`config.mk`:
```
export PLATFORM = sky130hd
export DESIGN_NAME = native_axil_master
export DESIGN_NICKNAME = d
export VERILOG_FILES = /design/src/rtl/axil_pkg.sv /design/src/rtl/axil_wr_channel_tracker.sv /design/src/rtl/native_axil_master.sv
export SDC_FILE = /design/constraint.sdc
export NUM_CORES = 1
export LEC_CHECK = 0
export BUFFER_PORTS_ARGS = -buffer_cell sky130_fd_sc_hd__buf_4
export CAP_MARGIN = 20
export CORE_MARGIN = 1.5
export CORE_UTILIZATION = 30
export DETAILED_ROUTE_END_ITERATION = 10
export HOLD_SLACK_MARGIN = 0.12
export PLACE_DENSITY = 0.7
export SYNTH_ARGS = -nofsm -noshare
export SYNTH_HDL_FRONTEND = slang
export SYNTH_SLANG_ARGS = --single-unit
```
`constraint.sdc`:
```
create_clock -name M_AXI_aclk -period 4.3 [get_ports M_AXI_aclk]
set_clock_uncertainty 0.1 [all_clocks]
set_input_delay 0 -clock M_AXI_aclk [delete_from_list [all_inputs] [get_ports M_AXI_aclk]]
set_output_delay 0 -clock M_AXI_aclk [all_outputs]
set_load 0.02 [all_outputs]
```
`src/rtl/axil_pkg.sv`:
```
// Shared AXI4-Lite definitions: FSM states, response codes and the
// byte-address shift used to turn word addresses into AXI byte addresses.
package axil_pkg;

  typedef enum logic [2:0] {
    IDLE,
    WRITE,
    WRESP,
    RADDR,
    RDATA
  } axil_state_e;

  typedef enum logic [1:0] {
    RESP_OKAY   = 2'b00,
    RESP_EXOKAY = 2'b01,
    RESP_SLVERR = 2'b10,
    RESP_DECERR = 2'b11
  } axil_resp_e;

  // log2 of the number of bytes per AXI data beat.
  function automatic int unsigned byte_shift(input int unsigned data_width);
    return $clog2(data_width / 8);
  endfunction

endpackage

```
`src/rtl/axil_wr_channel_tracker.sv`:
```
// Tracks independent AW and W acceptance for one write; both_done_o fires in
// the cycle the later of the two handshakes completes.
module axil_wr_channel_tracker (
  input  logic clk,
  input  logic rst,
  input  logic start_i,
  input  logic aw_hs_i,
  input  logic w_hs_i,
  output logic both_done_o
);

  logic aw_done_q;
  logic w_done_q;

  // NOTE: reset is synchronous here, so it lives inside the clocked block
  // rather than in the sensitivity list.
  always_ff @(posedge clk) begin
    if (rst || start_i || both_done_o) begin
      aw_done_q <= 1'b0;
      w_done_q  <= 1'b0;
    end else begin
      if (aw_hs_i) aw_done_q <= 1'b1;
      if (w_hs_i)  w_done_q  <= 1'b1;
    end
  end

  assign both_done_o = (aw_done_q | aw_hs_i) & (w_done_q | w_hs_i);

endmodule

```
`src/rtl/native_axil_master.sv`:
```
// Native single-word request port to AXI4-Lite initiator, one transaction
// outstanding, completion reported by a one-cycle NATIVE_READY pulse.
module native_axil_master
  import axil_pkg::*;
#(
  parameter int                          NATIVE_ADDR_WDITH = 4,
  parameter int                          NATIVE_DATA_WIDTH = 32,
  parameter int                          M_AXI_ADDR_WIDTH  = 32,
  parameter int                          M_AXI_DATA_WIDTH  = 32,
  parameter logic [M_AXI_ADDR_WIDTH-1:0] BASE_ADDR         = '0
) (
  input  logic                          M_AXI_aclk,
  input  logic                          M_AXI_areset,
  input  logic                          NATIVE_EN,
  input  logic                          NATIVE_WR,
  input  logic [NATIVE_ADDR_WDITH-1:0]  NATIVE_ADDR,
  input  logic [NATIVE_DATA_WIDTH-1:0]  NATIVE_DATA_IN,
  output logic [NATIVE_DATA_WIDTH-1:0]  NATIVE_DATA_OUT,
  output logic                          NATIVE_READY,
  output logic                          NATIVE_BUSY,
  output logic [1:0]                    NATIVE_RESP,
  output logic                          NATIVE_ERR,
  input  logic                          NATIVE_ERR_CLR,
  output logic [M_AXI_ADDR_WIDTH-1:0]   M_AXI_awaddr,
  output logic                          M_AXI_awvalid,
  input  logic                          M_AXI_awready,
  output logic [2:0]                    M_AXI_awprot,
  output logic [M_AXI_DATA_WIDTH-1:0]   M_AXI_wdata,
  output logic [M_AXI_DATA_WIDTH/8-1:0] M_AXI_wstrb,
  output logic                          M_AXI_wvalid,
  input  logic                          M_AXI_wready,
  input  logic [1:0]                    M_AXI_bresp,
  input  logic                          M_AXI_bvalid,
  output logic                          M_AXI_bready,
  output logic [M_AXI_ADDR_WIDTH-1:0]   M_AXI_araddr,
  output logic                          M_AXI_arvalid,
  input  logic                          M_AXI_arready,
  output logic [2:0]                    M_AXI_arprot,
  input  logic [M_AXI_DATA_WIDTH-1:0]   M_AXI_rdata,
  input  logic [1:0]                    M_AXI_rresp,
  input  logic                          M_AXI_rvalid,
  output logic                          M_AXI_rready
);

  localparam int unsigned ADDR_SHIFT = byte_shift(M_AXI_DATA_WIDTH);

  axil_state_e                  state_q;
  logic [M_AXI_ADDR_WIDTH-1:0]  addr_q;
  logic [M_AXI_ADDR_WIDTH-1:0]  addr_d;
  logic [M_AXI_DATA_WIDTH-1:0]  wdata_q;
  logic [M_AXI_DATA_WIDTH-1:0]  wdata_d;
  logic [NATIVE_DATA_WIDTH-1:0] data_out_q;
  logic [1:0]                   resp_q;
  logic awvalid_q, wvalid_q, bready_q, arvalid_q, rready_q;
  logic ready_q, err_q;
  logic aw_hs, w_hs, both_done, wr_start, wr_done, rd_done, err_set;

  assign addr_d  = BASE_ADDR + (M_AXI_ADDR_WIDTH'(NATIVE_ADDR) << ADDR_SHIFT);
  assign wdata_d = M_AXI_DATA_WIDTH'(NATIVE_DATA_IN);

  assign aw_hs    = awvalid_q & M_AXI_awready;
  assign w_hs     = wvalid_q & M_AXI_wready;
  assign wr_start = (state_q == IDLE) & NATIVE_EN & NATIVE_WR;
  assign wr_done  = (state_q == WRESP) & M_AXI_bvalid;
  assign rd_done  = (state_q == RDATA) & M_AXI_rvalid;

  // A request while busy is dropped but flagged, alongside any error response.
  assign err_set = (NATIVE_EN & (state_q != IDLE))
                 | (wr_done & (M_AXI_bresp != RESP_OKAY))
                 | (rd_done & (M_AXI_rresp != RESP_OKAY));

  axil_wr_channel_tracker u_wr_tracker (
    .clk         (M_AXI_aclk),
    .rst         (M_AXI_areset),
    .start_i     (wr_start),
    .aw_hs_i     (aw_hs),
    .w_hs_i      (w_hs),
    .both_done_o (both_done)
  );

  always_ff @(posedge M_AXI_aclk) begin
    if (M_AXI_areset) begin
      state_q    <= IDLE;
      addr_q     <= '0;
      wdata_q    <= '0;
      data_out_q <= '0;
      resp_q     <= '0;
      awvalid_q  <= 1'b0;
      wvalid_q   <= 1'b0;
      bready_q   <= 1'b0;
      arvalid_q  <= 1'b0;
      rready_q   <= 1'b0;
      ready_q    <= 1'b0;
      err_q      <= 1'b0;
    end else begin
      // NOTE: default-low here makes READY a single-cycle pulse; the
      // completing states override it with a later non-blocking assignment.
      ready_q <= 1'b0;
      if (NATIVE_ERR_CLR)  err_q <= 1'b0;
      else if (err_set)    err_q <= 1'b1;

      unique case (state_q)
        IDLE: begin
          if (NATIVE_EN) begin
            addr_q  <= addr_d;
            wdata_q <= wdata_d;
            if (NATIVE_WR) begin
              state_q   <= WRITE;
              awvalid_q <= 1'b1;
              wvalid_q  <= 1'b1;
            end else begin
              state_q   <= RADDR;
              arvalid_q <= 1'b1;
            end
          end
        end
        WRITE: begin
          if (aw_hs) awvalid_q <= 1'b0;
          if (w_hs)  wvalid_q  <= 1'b0;
          if (both_done) begin
            state_q  <= WRESP;
            bready_q <= 1'b1;
          end
        end
        WRESP: begin
          if (M_AXI_bvalid) begin
            state_q  <= IDLE;
            bready_q <= 1'b0;
            resp_q   <= M_AXI_bresp;
            ready_q  <= 1'b1;
          end
        end
        RADDR: begin
          if (M_AXI_arready) begin
            state_q   <= RDATA;
            arvalid_q <= 1'b0;
            rready_q  <= 1'b1;
          end
        end
        RDATA: begin
          if (M_AXI_rvalid) begin
            state_q    <= IDLE;
            rready_q   <= 1'b0;
            data_out_q <= M_AXI_rdata[NATIVE_DATA_WIDTH-1:0];
            resp_q     <= M_AXI_rresp;
            ready_q    <= 1'b1;
          end
        end
        default: state_q <= IDLE;
      endcase
    end
  end

  assign NATIVE_DATA_OUT = data_out_q;
  assign NATIVE_READY    = ready_q;
  assign NATIVE_BUSY     = (state_q != IDLE);
  assign NATIVE_RESP     = resp_q;
  assign NATIVE_ERR      = err_q;

  assign M_AXI_awaddr  = addr_q;
  assign M_AXI_araddr  = addr_q;
  assign M_AXI_awprot  = 3'b000;
  assign M_AXI_arprot  = 3'b000;
  assign M_AXI_awvalid = awvalid_q;
  assign M_AXI_wdata   = wdata_q;
  assign M_AXI_wstrb   = '1;
  assign M_AXI_wvalid  = wvalid_q;
  assign M_AXI_bready  = bready_q;
  assign M_AXI_arvalid = arvalid_q;
  assign M_AXI_rready  = rready_q;

endmodule

```
==> flow_metrics.env, run 1 <==
export IMPL_fillers=1043
export IMPL_status="finished, final reports clean"
export IMPL_critical_path_class="reg -> reg"
export IMPL_ys_seq_area_share_pct=46.5
export IMPL_grt_overflow=0
export IMPL_cts_tree="built"
export IMPL_setup_viol=0
export IMPL_synthFlopType="dfxtp_1"
export IMPL_synthCells=442
export IMPL_die_height_um=112
export IMPL_slew_viol_final=0
export IMPL_yosys_top_cells_area="dfxtp_1 46%, buf_4 16%, nand2_1 15%"
export IMPL_power_leakage_nw=2.56
export IMPL_rsz0062_at_grt="false"
export IMPL_clkLatencyLatePin_ps=330
export IMPL_final_util_pct=50.2
export IMPL_r2r_cells=5
export IMPL_antenna_found_initial=0
export IMPL_hp_class="in -> reg"
export IMPL_drv_cap=0
export IMPL_cp_start_kind="register"
export IMPL_firstDrtPassIters=4
export IMPL_viasPerCell=4.28
export IMPL_finalCritPeriodShare_pct=53.7
export IMPL_crit_arrival_ps=2480
export IMPL_ios=230
export IMPL_whs_path_depth=2
export IMPL_hold_violations=0
export IMPL_start_util_pct=30.8
export IMPL_clk_pin_slew_worst_paths_ps=60
export IMPL_ir_drop_uv=212
export IMPL_slew_headroom_pct=41.8
export IMPL_design_core_area_um2=11500
export IMPL_drc_errors=0
export IMPL_routabilityCongestion=0.739
export IMPL_wl_per_cell_um=11.5
export IMPL_layout_min_cycle_time_ps=2310
export IMPL_dieArea_um2=12400
export IMPL_drt_iter0_drc=169
export IMPL_postSynthAreaPerCell_um2=7.99
export IMPL_grt_max_degree=85
export IMPL_synth_distinct_cells=32
export IMPL_routed_wl_mm=9.46
export IMPL_grt_first_pass_wirelength_mm=14.8
export IMPL_cp_end_kind="register"
export IMPL_fp_dieW_um=112
export IMPL_cts_num_sinks=82
export IMPL_crit_fanout=40
export IMPL_synthTopCellsByCount="139 x nand2_1, 82 x dfxtp_1, 77 x a21oi_1, 73 x buf_4, 14 x clkbuf_1"
export IMPL_syn_cell_area_um2=3530
export IMPL_cts_resized=0
export IMPL_cts_root_buffer="clkbuf_16"
export IMPL_grt_pass1_vias=3256
export IMPL_async_reset_ff_share_pct=0
export IMPL_h_tree_depth=3
export IMPL_tns_ps=0
export IMPL_yosys_warnings=0
export IMPL_num_rows=39
export IMPL_synth_edf_count=0
export IMPL_worst_pin_slew_ps=874
export IMPL_power_density_nw_per_um2=427
export IMPL_nets=753
export IMPL_n_antenna_cell=0
export IMPL_ys_ff_latch=82
export IMPL_port_buffers=163
export IMPL_cts_buffers=9
export IMPL_drtAntennaViolNets=0
export IMPL_max_freq_ghz=0.433
export IMPL_dp_hpwl_mm=5.87
export IMPL_synth_top_area_cell="dfxtp_1"
export IMPL_power_w=0.00246
export IMPL_grt_total_usage_pct=14.4
export IMPL_area_delta_synth_final_pct=62.8
export IMPL_yosysTopAreaCellShare_pct=46.5
export IMPL_drive_gt1_share_pct=27.4
export IMPL_clockBufferDepth=2
export IMPL_routed_via_count=3502
export IMPL_synth_most_common_cell="nand2_1"
export IMPL_crit_required_ps=4470
[critical path: stages (launching register included)]
cell,delay (ps)
dfxtp_1,640
nor3_2,110
and2_1,170
buf_4,240
a2111oi_1,390
dlygate4sd3_1,590
[registers in the layout (all words and copies together) (netlist names), 2 cells and up]
register	cells
NATIVE_RESP	2
M_AXI_wdata	32
NATIVE_DATA_OUT	32
M_AXI_araddr	4
state_q	3
[path summary, 6_finish.rpt]
kind	end	slack [ps]	start
setup reg to reg	u_wr_tracker.aw_done_q$_SDFFE_PP0P_	1990	state_q[1]$_SDFFE_PP0P_
setup / recovery	u_wr_tracker.aw_done_q$_SDFFE_PP0P_	1990	state_q[1]$_SDFFE_PP0P_
hold reg to reg	M_AXI_wdata[16]$_SDFFE_PP0P_	350	M_AXI_wdata[16]$_SDFFE_PP0P_
hold / removal	NATIVE_READY$_SDFF_PP0_	190	M_AXI_areset
[layout by cell type (no fill, tap or decap), types with 2 or more instances in the layout]
cell	instances
a2111oi_1	2
nor2_1	6
nor2b_1	3
clkbuf_16	10
a21oi_1	77
a311oi_1	2
nor3b_1	2
mux2i_1	3
a211oi_1	2
inv_1	3
nor3_1	2
dfxtp_1	82
nand2b_1	2
and2_1	2
dlygate4sd3_1	84
nand3b_1	3
nand2_1	139
buf_4	164
buf_16	2
conb_1	66
o21ai_0	2
[per-layer routing]
metal  up-vias  share of wire (%)  track usage (%)
met1      1565                 40             15.3
li1       1757                  -                -
met5         -                  0                0
met3        20                7.5             4.35
met2       160                 51             26.2
met4         0                2.2             6.75
[cell type report]
type / count / area (um^2) / share of cell area, %
timing repair buffer: 251 / 2150 / 37.4
sequential: 82 / 1640 / 28.5
multi-input combinational: 324 / 1460 / 25.4
clock buffer: 11 / 243 / 4.22
tap: 143 / 179 / 3.11
clock inverter: 5 / 62.6 / 1.09
inverter: 3 / 11.3 / 0.196
[where the power goes]
group / internal (W) / leakage, nW / switching [W]
Sequential: 0.000852 / 0.667 / 0.0000747
Combinational: 0.000332 / 1.74 / 0.000429
Clock: 0.000470 / 0.148 / 0.000298
[logic make-up (layout without fill, tap and decap cells)]
family / after synthesis / in the layout / synth area share [%]
mux: 4 / 4 / 1.17
buf+inv: 100 / 270 / 18.9
other cells: 2 / 66 / 0.213
simple gates: 164 / 164 / 19.4
compound gates: 90 / 90 / 13.8
flops: 82 / 82 / 46.5
[stage by stage]
| stage | hold slack, ps | cell area, um^2 | setup WS [ps] | std cells |
|---|---|---|---|---|
| after floorplan | -27.9 | 3770 | 2710 | 506 |
| after global placement | 74.3 | 4530 | 1990 | 716 |
| after detailed placement | 83.9 | 4530 | 1830 | 716 |
| after CTS | 171 | 5670 | 1300 | 816 |
| after global routing | 196 | 5750 | 1790 | 819 |
| final | 186 | 5750 | 1990 | 819 |
[what timing repair did]
item / 4_1_cts / 5_1_grt
hold buffers: 84 / 0
buffers inserted: 0 / 0
hold endpoints to repair: 82 / 0
endpoints found under the setup margin: 0 / 0
(Power assumes the default switching activity.)
==> inputs of run 2 (changes only) <==
--- a/config.mk
+++ b/config.mk
@@ -5,6 +5,7 @@
 export SDC_FILE = /design/constraint.sdc
 export NUM_CORES = 1
 export LEC_CHECK = 0
+export ABC_AREA = 1
 export BUFFER_PORTS_ARGS = -buffer_cell sky130_fd_sc_hd__buf_4
 export CAP_MARGIN = 20
 export CORE_MARGIN = 1.5
==> constraint.sdc (replaced) <==
create_clock -name M_AXI_aclk -period 2.3 [get_ports M_AXI_aclk]
set_clock_uncertainty 0.1 [all_clocks]
set_input_delay 0 -clock M_AXI_aclk [delete_from_list [all_inputs] [get_ports M_AXI_aclk]]
set_output_delay 0 -clock M_AXI_aclk [all_outputs]
set_load 0.02 [all_outputs]
==> flow_metrics.env, run 2 <==
export IMPL_whs_path_depth=4
export IMPL_r2r_end="NATIVE_DATA_OUT[19]$_SDFFE_PP0P_"
export IMPL_synth_most_common_cell="nor2_1"
export IMPL_crit_required_ps=2480
export IMPL_synth_distinct_cells=21
export IMPL_cts_tree="built"
export IMPL_dieArea_um2=12700
export IMPL_cp_start_kind="primary input"
export IMPL_ir_drop_uv=585
export IMPL_drive_gt1_share_pct=26.1
export IMPL_status="finished, final reports clean"
export IMPL_grt_total_usage_pct=18.1
export IMPL_hold_violations=0
export IMPL_postSynthAreaPerCell_um2=7.60
export IMPL_power_frac_comb_pct=33.1
export IMPL_synthCells=475
export IMPL_n_antenna_cell=0
export IMPL_place_inst=754
export IMPL_drt_iter0_drc=208
export IMPL_hp_class="in -> reg"
export IMPL_cp_end_kind="register"
export IMPL_h_tree_depth=3
export IMPL_routed_wl_mm=11.4
export IMPL_ios=230
export IMPL_grt_first_pass_wirelength_mm=18.2
export IMPL_grt_max_degree=37
export IMPL_slew_headroom_pct=58.9
export IMPL_cts_buffers=9
export IMPL_clkPwrFrac_pct=32.8
export IMPL_crit_end="M_AXI_wdata[4]$_SDFFE_PP0P_"
export IMPL_synth_top_area_cell="dfxtp_1"
export IMPL_ys_ff_latch=82
export IMPL_critical_path_class="in -> reg"
export IMPL_grt_pass1_vias=3757
export IMPL_finalCritPeriodShare_pct=93.9
export IMPL_wl_per_cell_um=12.8
export IMPL_start_util_pct=31.2
export IMPL_power_switching_share_pct=33.4
export IMPL_power_switching_w=0.00179
export IMPL_viasPerCell=4.31
export IMPL_fin_ws_ps=141
export IMPL_setup_viol=0
export IMPL_yosysTopAreaCellShare_pct=45.5
export IMPL_nets=824
export IMPL_drtAntennaViolNets=0
export IMPL_tns_ps=0
export IMPL_area_delta_synth_final_pct=71.6
export IMPL_design_core_area_um2=11600
export IMPL_cts_num_sinks=82
export IMPL_rsz0062_at_grt="false"
export IMPL_power_density_nw_per_um2=865
export IMPL_dp_hpwl_mm=6.55
export IMPL_port_buffers=163
export IMPL_num_rows=39
export IMPL_r2r_cells=7
export IMPL_max_freq_ghz=0.463
export IMPL_worst_r2r_startpoint="state_q[0]$_SDFFE_PP0P_"
export IMPL_p_int_w=0.00357
export IMPL_drv_cap=0
export IMPL_firstDrtPassIters=4
export IMPL_die_height_um=113
export IMPL_worst_pin_slew_ps=615
export IMPL_synth_edf_count=0
export IMPL_ys_seq_area_share_pct=45.5
export IMPL_grt_overflow=0
export IMPL_place_ws_ps=545
export IMPL_clkLatencyLatePin_ps=340
export IMPL_r2r_slack_ps=190
export IMPL_final_common_cell="buf_4"
export IMPL_routabilityCongestion=0.758
export IMPL_startpoint="M_AXI_areset"
export IMPL_synthFlopType="dfxtp_1"
export IMPL_fin_cells=890
export IMPL_yosys_warnings=0
export IMPL_routed_via_count=3835
export IMPL_drc_errors=0
export IMPL_crit_fanout=23
export IMPL_synthTopCellsByCount="86 x nor2_1, 82 x dfxtp_1, 70 x buf_4, 60 x nand2_1, 40 x a21oi_1"
export IMPL_syn_cell_area_um2=3610
export IMPL_clk_pin_slew_worst_paths_ps=60
export IMPL_hp_start="M_AXI_rvalid"
export IMPL_crit_arrival_ps=2340
export IMPL_cts_root_buffer="clkbuf_16"
export IMPL_layout_min_cycle_time_ps=2160
export IMPL_async_reset_ff_share_pct=0
export IMPL_sequentialPowerShare_pct=34.1
export IMPL_clockBufferDepth=2
export IMPL_antenna_found_initial=0
export IMPL_yosys_top_cells_area="dfxtp_1 45%, buf_4 15%, nor2_1 8.9%"
export IMPL_power_leakage_nw=2.85
export IMPL_mostFrequentLayoutCells="169 x buf_4, 117 x dlygate4sd3_1, 86 x nor2_1"
export IMPL_slew_viol_final=0
export IMPL_fp_dieW_um=113
==> run 2: final cells by class <==
cell class	instances	area [um^2]
fillers	1018	5370
clock buffers	9	225
inverters	19	73.8
clock inverters	7	141
flip-flops and latches	82	1640
well taps	143	179
repair buffers	287	2460
multi-input cells	343	1480
==> run 2: through the flow <==
stage          hold WS, ps  total power [W]  utilization [%]  cell area [um^2]
6_report               214          0.00536             53.6              6200
5_1_grt                248          0.00567             53.6              6200
4_1_cts                189          0.00536             53.4              6180
3_5_place_dp           127          0.00343             40.0              4620
3_3_place_gp           121          0.00342             40.0              4620
2_1_floorplan         34.9          0.00293                -              3850
==> run 2: cells by family (layout without fill, tap and decap cells) <==
family / after synthesis / after routing / share of synthesized area (%)
buffers and inverters: 114 / 322 / 20.3
DFF: 82 / 82 / 45.5
and+or+nand+nor: 192 / 192 / 22.1
AOI/OAI and AO/OA: 85 / 85 / 12.0
other: 2 / 66 / 0.208
==> run 2: worst min path at each step <==
stage / slack, ps / end
2_1_floorplan: 30 / M_AXI_wdata[19]$_SDFFE_PP0P_
3_3_place_gp: 120 / M_AXI_wdata[31]$_SDFFE_PP0P_
3_5_place_dp: 130 / M_AXI_wdata[29]$_SDFFE_PP0P_
4_1_cts: 190 / state_q[2]$_SDFFE_PP0P_
5_1_grt: 250 / state_q[2]$_SDFFE_PP0P_
6_report: 210 / state_q[2]$_SDFFE_PP0P_
==> run 2: critical path: stages <==
cell           delay, ps
dlygate4sd3_1        530
buf_4                160
inv_1                460
buf_4                360
o21ai_1              110
nor2_1               120
dlygate4sd3_1        570
==> run 2: what timing repair did <==
action                     in CTS  in global routing
hold endpoints to repair       81                  0
setup buffers                   0                  2
setup endpoints to repair       0                  1
resized for setup               0                  2
hold buffers                  118                  0
==> run 2: per-layer routing <==
metal / global-route usage [%] / vias up / part of all wire (%)
li1: - / 1917 / -
met1: 19.5 / 1741 / 39
met2: 31.7 / 149 / 51
met3: 7.07 / 28 / 7.4
met4: 7.93 / 0 / 2.9
met5: 0 / - / 0
==> run 2: power by group through the flow <==
| stage | registers [W] | clock network, W | logic [W] |
|---|---|---|---|
| finish | 0.00183 | 0.00176 | 0.00178 |
| global route | 0.00186 | 0.00188 | 0.00193 |
| CTS | 0.00182 | 0.00180 | 0.00174 |
| detailed placement | 0.00185 | 0 | 0.00159 |
| global placement | 0.00185 | 0 | 0.00157 |
| floorplan | 0.00211 | 0 | 0.000820 |
==> inputs of run 3 (changes only) <==
--- a/config.mk
+++ b/config.mk
@@ -9,10 +9,10 @@
 export BUFFER_PORTS_ARGS = -buffer_cell sky130_fd_sc_hd__buf_4
 export CAP_MARGIN = 20
 export CORE_MARGIN = 1.5
-export CORE_UTILIZATION = 30
+export CORE_UTILIZATION = 43
 export DETAILED_ROUTE_END_ITERATION = 10
 export HOLD_SLACK_MARGIN = 0.12
-export PLACE_DENSITY = 0.7
+export PLACE_DENSITY = 0.91
 export SYNTH_ARGS = -nofsm -noshare
 export SYNTH_HDL_FRONTEND = slang
 export SYNTH_SLANG_ARGS = --single-unit
==> constraint.sdc (replaced) <==
create_clock -name M_AXI_aclk -period 2.3 [get_ports M_AXI_aclk]
set_clock_uncertainty 0.1 [all_clocks]
set_input_delay 0.115 -clock M_AXI_aclk [delete_from_list [all_inputs] [get_ports M_AXI_aclk]]
set_output_delay 0.115 -clock M_AXI_aclk [all_outputs]
set_load 0.02 [all_outputs]
==> flow_metrics.env, run 3 (synthesis results as in run 2) <==
export IMPL_status="finished, final reports clean"
export IMPL_drv_cap=0
export IMPL_drt_iter0_drc=125
export IMPL_mostFrequentLayoutCells="166 x buf_4, 110 x dlygate4sd3_1, 86 x nor2_1"
export IMPL_crit_required_ps=2480
export IMPL_tns_ps=0
export IMPL_ios=230
export IMPL_cp_start_kind="register"
export IMPL_routabilityCongestion=0.789
export IMPL_port_buffers=163
export IMPL_final_common_cell="buf_4"
export IMPL_start_util_pct=44.2
export IMPL_finalCritPeriodShare_pct=91.2
export IMPL_dieArea_um2=8960
export IMPL_power_leakage_nw=2.86
export IMPL_cts_root_buffer="clkbuf_8"
export IMPL_design_core_area_um2=8180
export IMPL_clkLatencyLatePin_ps=340
export IMPL_r2r_end="NATIVE_DATA_OUT[26]$_SDFFE_PP0P_"
export IMPL_r2r_slack_ps=200
export IMPL_whs_path_depth=3
export IMPL_firstDrtPassIters=4
export IMPL_cp_end_kind="register"
export IMPL_holdPathEnd="NATIVE_DATA_OUT[7]$_SDFFE_PP0P_"
export IMPL_slew_headroom_pct=61.4
export IMPL_grt_max_degree=45
export IMPL_grt_total_usage_pct=26.4
export IMPL_die_height_um=94.6
export IMPL_n_antenna_cell=0
export IMPL_grtUsageMet2_pct=46.7
export IMPL_rsz0062_at_grt="false"
export IMPL_routed_wl_mm=11.9
export IMPL_crit_fanout=36
export IMPL_cts_tree="built"
export IMPL_drive_gt1_share_pct=25.8
export IMPL_area_delta_synth_final_pct=62.9
export IMPL_layout_min_cycle_time_ps=2100
export IMPL_worst_r2r_startpoint="state_q[0]$_SDFFE_PP0P_"
export IMPL_final_util_pct=71.9
export IMPL_cpPeakStageDelay_ps=580
export IMPL_fp_dieW_um=94.6
export IMPL_power_density_nw_per_um2=787
export IMPL_timing_critical_path_buf_inv=3
export IMPL_ir_drop_uv=624
export IMPL_wl_per_cell_um=14.2
export IMPL_slew_viol_final=0
export IMPL_antenna_found_initial=0
export IMPL_max_freq_ghz=0.477
export IMPL_viasPerCell=4.70
export IMPL_drc_errors=0
export IMPL_cts_num_sinks=82
export IMPL_cp_cell_sequence="nor2_4 > nand2_2 > inv_2 > buf_4 > nand3_1 > a21oi_1 > dlygate4sd3_1"
export IMPL_use_met3_pct=8.13
export IMPL_grt_pass1_vias=3866
export IMPL_clk_pin_slew_worst_paths_ps=90
export IMPL_crit_arrival_ps=2280
export IMPL_setup_viol=0
export IMPL_drtAntennaViolNets=0
export IMPL_cts_buffers=9
export IMPL_grt_overflow=0
export IMPL_routed_via_count=3961
export IMPL_hold_violations=0
export IMPL_num_rows=33
export IMPL_grt_first_pass_wirelength_mm=18.2
export IMPL_worst_pin_slew_ps=578
export IMPL_critPathSlowestCell="dlygate4sd3_1"
export IMPL_h_tree_depth=3
export IMPL_hp_start="M_AXI_rvalid"
export IMPL_r2r_cells=7
export IMPL_busiest_layer="met2"
export IMPL_critical_path_class="reg -> reg"
export IMPL_clockBufferDepth=2
export IMPL_path_delay_family="buffers and inverters"
export IMPL_nets=814
export IMPL_grt_use_met1_pct=28.4
export IMPL_hp_class="in -> reg"
export IMPL_dp_hpwl_mm=6.93
run 3: changes by cell type in the layout (fill, tap and decap cells not counted), moves of 2 or more:
| cell | change |
|---|---|
| dlygate4sd3_1 | -7 |
| clkbuf_8 | +9 |
| bufinv_16 | -3 |
| buf_4 | -3 |
| clkbuf_16 | -9 |
| clkbuf_1 | +2 |
run 3: what timing repair did:
| action | in CTS | in global routing |
|---|---|---|
| endpoints found under the hold margin | 81 | 0 |
| resized for setup | 0 | 0 |
| setup buffers | 0 | 0 |
| endpoints found under the setup margin | 0 | 0 |
| hold buffers | 110 | 0 |
run 3: power breakdown:
group	internal [W]	total [W]	leakage, nW	switching, W
Combinational	0.000702	0.00175	2.11	0.00105
Sequential	0.00167	0.00185	0.670	0.000178
Clock	0.000500	0.00103	0.0893	0.000526
run 3: worst max-delay path by stage:
stage                                       start                                  end  slack [ps]  cells after the start
after floorplan           state_q[0]$_SDFFE_PP0P_           M_AXI_awvalid$_SDFFE_PP0P_         930                      7
after global placement               M_AXI_areset         M_AXI_wdata[20]$_SDFFE_PP0P_         620                      4
after detailed placement             M_AXI_areset  u_wr_tracker.aw_done_q$_SDFFE_PP0P_         570                      4
after CTS                 state_q[0]$_SDFFE_PP0P_     NATIVE_DATA_OUT[31]$_SDFFE_PP0P_         230                      7
after global routing      state_q[0]$_SDFFE_PP0P_     NATIVE_DATA_OUT[12]$_SDFFE_PP0P_          50                      7
final                     state_q[0]$_SDFFE_PP0P_     NATIVE_DATA_OUT[26]$_SDFFE_PP0P_         200                      7
run 3: tightest hold or removal path: cells and delay by family:
kind,cells,cell delay (ps)
AOI/OAI and AO/OA,1,70
and+or+nand+nor,1,130
buffers and inverters,1,230
run 3: per-stage QoR:
stage                     setup slack, ps  area, um^2  hold slack [ps]  total power (W)  cells
final                                 203        5880              147          0.00463    842
after floorplan                       933        3850              150          0.00293    539
after global placement                618        4570              236          0.00340    715
after CTS                             227        5850              133          0.00459    841
after global routing                 46.0        5880              158          0.00488    842
after detailed placement              569        4570              242          0.00345    715
run 3: layer usage:
metal | part of all wire, % | routed length [um]
met5 | 0 | 0
met3 | 8.3 | 987
met2 | 51 | 6140
met4 | 4.0 | 483
met1 | 36 | 4320
run 3: layout make-up:
class,count,area (um^2)
Fill cell,607,2290
Timing Repair Buffer,277,2370
Tap cell,105,131
Multi-Input combinational cell,343,1480
Clock inverter,5,55.1
Inverter,19,71.3
Sequential cell,82,1640
Clock buffer,11,131
